## src/rtl/rssb_mem_arbiter.sv

```systemverilog
// Single-port RAM arbiter between the RSSB core (CPU port) and the loader/debug port (LD port).
// Define RSSB_ARB_RR_EN for round-robin arbitration; default is fixed LD-over-CPU priority.
module rssb_mem_arbiter #(
  parameter int AW      = 8,
  parameter int DW      = 8,
  parameter int MEM_LAT = 1
) (
  input  logic          clk,
  input  logic          rst,
  input  logic          cpu_req,
  input  logic          cpu_we,
  input  logic [AW-1:0] cpu_addr,
  input  logic [DW-1:0] cpu_wdata,
  output logic          cpu_gnt,
  output logic          cpu_rvalid,
  output logic [DW-1:0] cpu_rdata,
  output logic          cpu_stall,
  input  logic          ld_req,
  input  logic          ld_we,
  input  logic [AW-1:0] ld_addr,
  input  logic [DW-1:0] ld_wdata,
  output logic          ld_gnt,
  output logic          ld_rvalid,
  output logic [DW-1:0] ld_rdata,
  output logic          mem_en,
  output logic          mem_we,
  output logic [AW-1:0] mem_addr,
  output logic [DW-1:0] mem_wdata,
  input  logic [DW-1:0] mem_rdata
);

  localparam logic [0:0] IDLE = 1'b0;
  localparam logic [0:0] WAIT = 1'b1;

  localparam logic OWN_CPU = 1'b0;
  localparam logic OWN_LD  = 1'b1;

  localparam logic [2:0] LAT_INIT = 3'(MEM_LAT);

  logic [0:0] state;
  logic [2:0] lat_cnt;
  logic       owner;
  logic       idle;
  logic       pick_ld;

`ifdef RSSB_ARB_RR_EN
  logic       last_owner;
`endif

  always_comb begin
    // Grants are also blocked while reset is asserted, not only by the IDLE state.
    idle = rst && (state == IDLE);
`ifdef RSSB_ARB_RR_EN
    pick_ld = ld_req && (!cpu_req || (last_owner == OWN_CPU));
`else
    pick_ld = ld_req;
`endif
    ld_gnt    = idle && pick_ld;
    cpu_gnt   = idle && cpu_req && !pick_ld;
    mem_en    = ld_gnt || cpu_gnt;
    mem_we    = 1'b0;
    mem_addr  = '0;
    mem_wdata = '0;
    if (ld_gnt) begin
      mem_we    = ld_we;
      mem_addr  = ld_addr;
      mem_wdata = ld_wdata;
    end else if (cpu_gnt) begin
      mem_we    = cpu_we;
      mem_addr  = cpu_addr;
      mem_wdata = cpu_wdata;
    end
    cpu_stall = (cpu_req && !cpu_gnt)
             || (cpu_gnt && !cpu_we)
             || ((state == WAIT) && (owner == OWN_CPU));
  end

  always_ff @(posedge clk or negedge rst) begin
    if (!rst) begin
      state      <= IDLE;
      lat_cnt    <= '0;
      owner      <= OWN_CPU;
      cpu_rvalid <= 1'b0;
      ld_rvalid  <= 1'b0;
      cpu_rdata  <= '0;
      ld_rdata   <= '0;
    end else begin
      cpu_rvalid <= 1'b0;
      ld_rvalid  <= 1'b0;
      if (state == IDLE) begin
        if (mem_en && !mem_we) begin
          state   <= WAIT;
          lat_cnt <= LAT_INIT;
          owner   <= ld_gnt ? OWN_LD : OWN_CPU;
        end
      end else begin
        lat_cnt <= lat_cnt - 3'd1;
        if (lat_cnt == 3'd1) begin
          state <= IDLE;
          if (owner == OWN_LD) begin
            ld_rdata  <= mem_rdata;
            ld_rvalid <= 1'b1;
          end else begin
            cpu_rdata  <= mem_rdata;
            cpu_rvalid <= 1'b1;
          end
        end
      end
    end
  end

`ifdef RSSB_ARB_RR_EN
  always_ff @(posedge clk or negedge rst) begin
    if (!rst) begin
      last_owner <= OWN_CPU;
    end else if (mem_en) begin
      last_owner <= ld_gnt ? OWN_LD : OWN_CPU;
    end
  end
`endif

endmodule

```

## config.mk

```make
export PLATFORM = sky130hd
export DESIGN_NAME = rssb_mem_arbiter
export DESIGN_NICKNAME = d
export VERILOG_FILES = /design/src/rtl/rssb_mem_arbiter.sv
export SDC_FILE = /design/constraint.sdc
export NUM_CORES = 1
export LEC_CHECK = 0
export ABC_AREA = 1
export BUFFER_PORTS_ARGS = -buffer_cell sky130_fd_sc_hd__buf_2
export CORE_MARGIN = 2
export CORE_UTILIZATION = 44
export CTS_CLUSTER_DIAMETER = 120
export DETAILED_ROUTE_END_ITERATION = 6
export PLACE_DENSITY = 0.85
export SLEW_MARGIN = 30
export SYNTH_ARGS = -nofsm -noshare
export SYNTH_HDL_FRONTEND = slang
export SYNTH_SLANG_ARGS = --single-unit
```

## constraint.sdc

```tcl
create_clock -name clk -period 3.47 [get_ports clk]
set_input_delay 0.694 -clock clk [delete_from_list [all_inputs] [get_ports clk]]
set_output_delay 0.694 -clock clk [all_outputs]
set_load 0.02 [all_outputs]
```

==> summary.md <==
| Metric | Value |
|---|---|
| CP Buf/Inv Count | 4 |
| RD Place Congestion | 0.7347 |
| Slew headroom | 73.97% |
| H-tree levels | 1 |
| Die W | 56.79 um |
| Hpwl dp | 2.234 mm |
| Vias in the first global route | 1137 |
| Crit path DAT | 1.65 ns |
| Fin crit share | 67.59% |
| DR vias | 1156 |
| Outcome | finished, final reports clean |
| Req. time, crit path | 2.78 ns |
| Max VDD drop | 0.5329 mV |
| Total Die Area | 3225 um2 |
| Routed vias/inst | 4.777 |
| CTS tree | built |
| Total CTS buffers | 3 |
| Setup TNS | 0 ns |
| Residual DRC | 0 |
| CP max stage delay | 0.21 ns |
| Startpoint types | input pin |
| Total track usage | 17.34% |
| F_max | 426.3 MHz |
| Worst-path clk slew | 0.11 ns |
| Area grow syn2layout | 36.53% |
| First-pass GRT wire length | 4.623 mm |
| Reg-to-Reg Start | lat_cnt[1] |
| Fill cell count | 229 |
| Synth warnings | 0 |
| Worst path cell trace | buf_2, inv_1, nor2_2, nand2_2, inv_2, a22o_1, buf_2 |
| RSZ-0062 raised after global routing | false |
| Setup violators final | 0 |
| Cell count after synthesis | 126 |
| Root Buffer | clkbuf_4 |
| HP Class | in -> async |
| Post-synthesis sequential element count | 23 |
| Slew at the pin closest to its max-slew limit | 0.3890 ns |
| Port bufs | 84 |
| Critical path type | in -> out |
| Post-layout util | 61.77% |
| Max Cap Viol | 0 |
| Origin of the worst setup path | rst |
| Worst-case reg-to-reg path depth | 7 |
| # Post-CTS Setup Buffers | 0 |
| CP max-delay cell | inv_2 |
| Detailed-route wire length per cell | 11.22 um |
| Final Hold Fails | 0 |
| Largest net degree at the start of global routing | 25 |
| Most frequent cells in the layout | 84 x buf_2, 24 x nand2_1, 23 x dfrtp_1, 17 x inv_1, 16 x o21ai_2 |
| Layout cells sized above 1 | 57.35% |
| Syn Area/Cell | 9.732 um2 |
| Post-CTS sizing | 0 |
| Clock skew | 0.001613 ns |
| FP Rows | 19 |
| Cell mode on critical path | buf_2 |
| N_diodes | 0 |
| Clock insertion delay at the later pin of the skew report | 0.29 ns |
| Final critical-path required period | 2.346 ns |
| Synthesized area | 1226 um2 |
| Initial antenna violation count | 0 |
| DRT Wirelength | 2.715 mm |
| Worst path depth | 7 |
| # hold bufs at CTS | 0 |
| Routed Antenna Nets | 0 |
| Initial DRC Count | 59 |
| Final Net Count | 260 |
| Cell Pwr Density | 743.0 nW/um2 |
| Most common cell after layout, fill and taps aside | buf_2 |
| CTS max path bufs | 2 |
| Syn Nets | 174 |
| Drt pass-1 iters | 4 |
| Seq/Total Area, Yosys | 46.94% |
| Top Ports | 85 |
| Initial Utilization | 45.24% |
| Crit-path leading delay family | buffers and inverters |
| Distinct cells, synth | 21 |
| Max Slew Vio Count | 0 |
| Die Y | 56.79 um |
| Sink Count | 23 |
| Core Footprint | 2710 um2 |
| CP endpoint kind | primary output |
| Crit Path Max Fanout | 17 |
| Pleak | 0.001000 uW |
| Gr ovfl total | 0 |
logic make-up (layout without fill, tap and decap cells):
family,after synthesis,in the layout,share of synthesized area [%]
AOI/OAI and AO/OA,37,37,25.51
buffers and inverters,24,109,9.795
DFF,23,23,46.94
and+or+nand+nor,40,40,15.72
adders and majority gates,2,2,2.040
layout make-up:
type                            instances  area [um2]  share of cell area (%)
Clock buffer                            4       26.28                   1.570
Inverter                               20       75.07                   4.484
Multi-Input combinational cell         79       530.5                   31.69
Sequential cell                        23       575.6                   34.38
Tap cell                               31       38.79                   2.317
Timing Repair Buffer                   85       427.9                   25.56
sequential cells by signal, indices dropped and copies added, names as in the netlist:
register    flops
cpu_rdata       8
ld_rdata        8
lat_cnt         3
cpu_rvalid      1
ld_rvalid       1
owner           1
state           1
through the flow:
stage	area, um2	std cells	total power [uW]	hold WS, ns	worst slack (ns)
after detailed placement	1648	238	1144	0.4646	1.133
after floorplan	1226	126	947.5	0.3984	1.337
after global placement	1648	238	1127	0.4647	1.132
after global routing	1674	242	1347	0.3844	1.027
final	1674	242	1244	0.3770	1.125
after CTS	1674	242	1261	0.3732	1.124
synth_stat cells, drive strengths merged:
cell type  count  area [um2]
o21ai         18       150.1
dfrtp         23       575.6
nand3b         1       7.510
ha             2       25.02
nor2           3       21.27
inv           20       75.07
a22o          16       143.9
nand2         30       127.6
or2            1       6.260
a21oi          3       18.77
buf            4       45.04
nand3          5       30.03
power breakdown:
| part | total (uW) | internal, uW | switching (uW) |
|---|---|---|---|
| clock network | 115 | 44.7 | 70.2 |
| registers | 472 | 391 | 80.4 |
| logic | 657 | 249 | 408 |
path summary, 6_finish.rpt:
check / slack, ns / endpoint
worst min register to register: 0.49 / cpu_rdata[7]
worst min-delay path: 0.38 / cpu_rdata[1]
worst max-delay path: 1.12 / mem_addr[6]
max in group asynchronous: 2.87 / cpu_rdata[7]
min in group clk: 0.49 / cpu_rdata[7]
worst max register to register: 2.10 / ld_rdata[2]
layer usage:
metal,global-route usage (%),share of wire (%),vias up,wire length (um)
met3,3.687,11,0,298
met2,31.89,48,58,1299
met5,0,0,-,0
met4,2.990,0,0,0
met1,20.97,41,512,1117
li1,-,-,586,-
(Power assumes the default switching activity.)
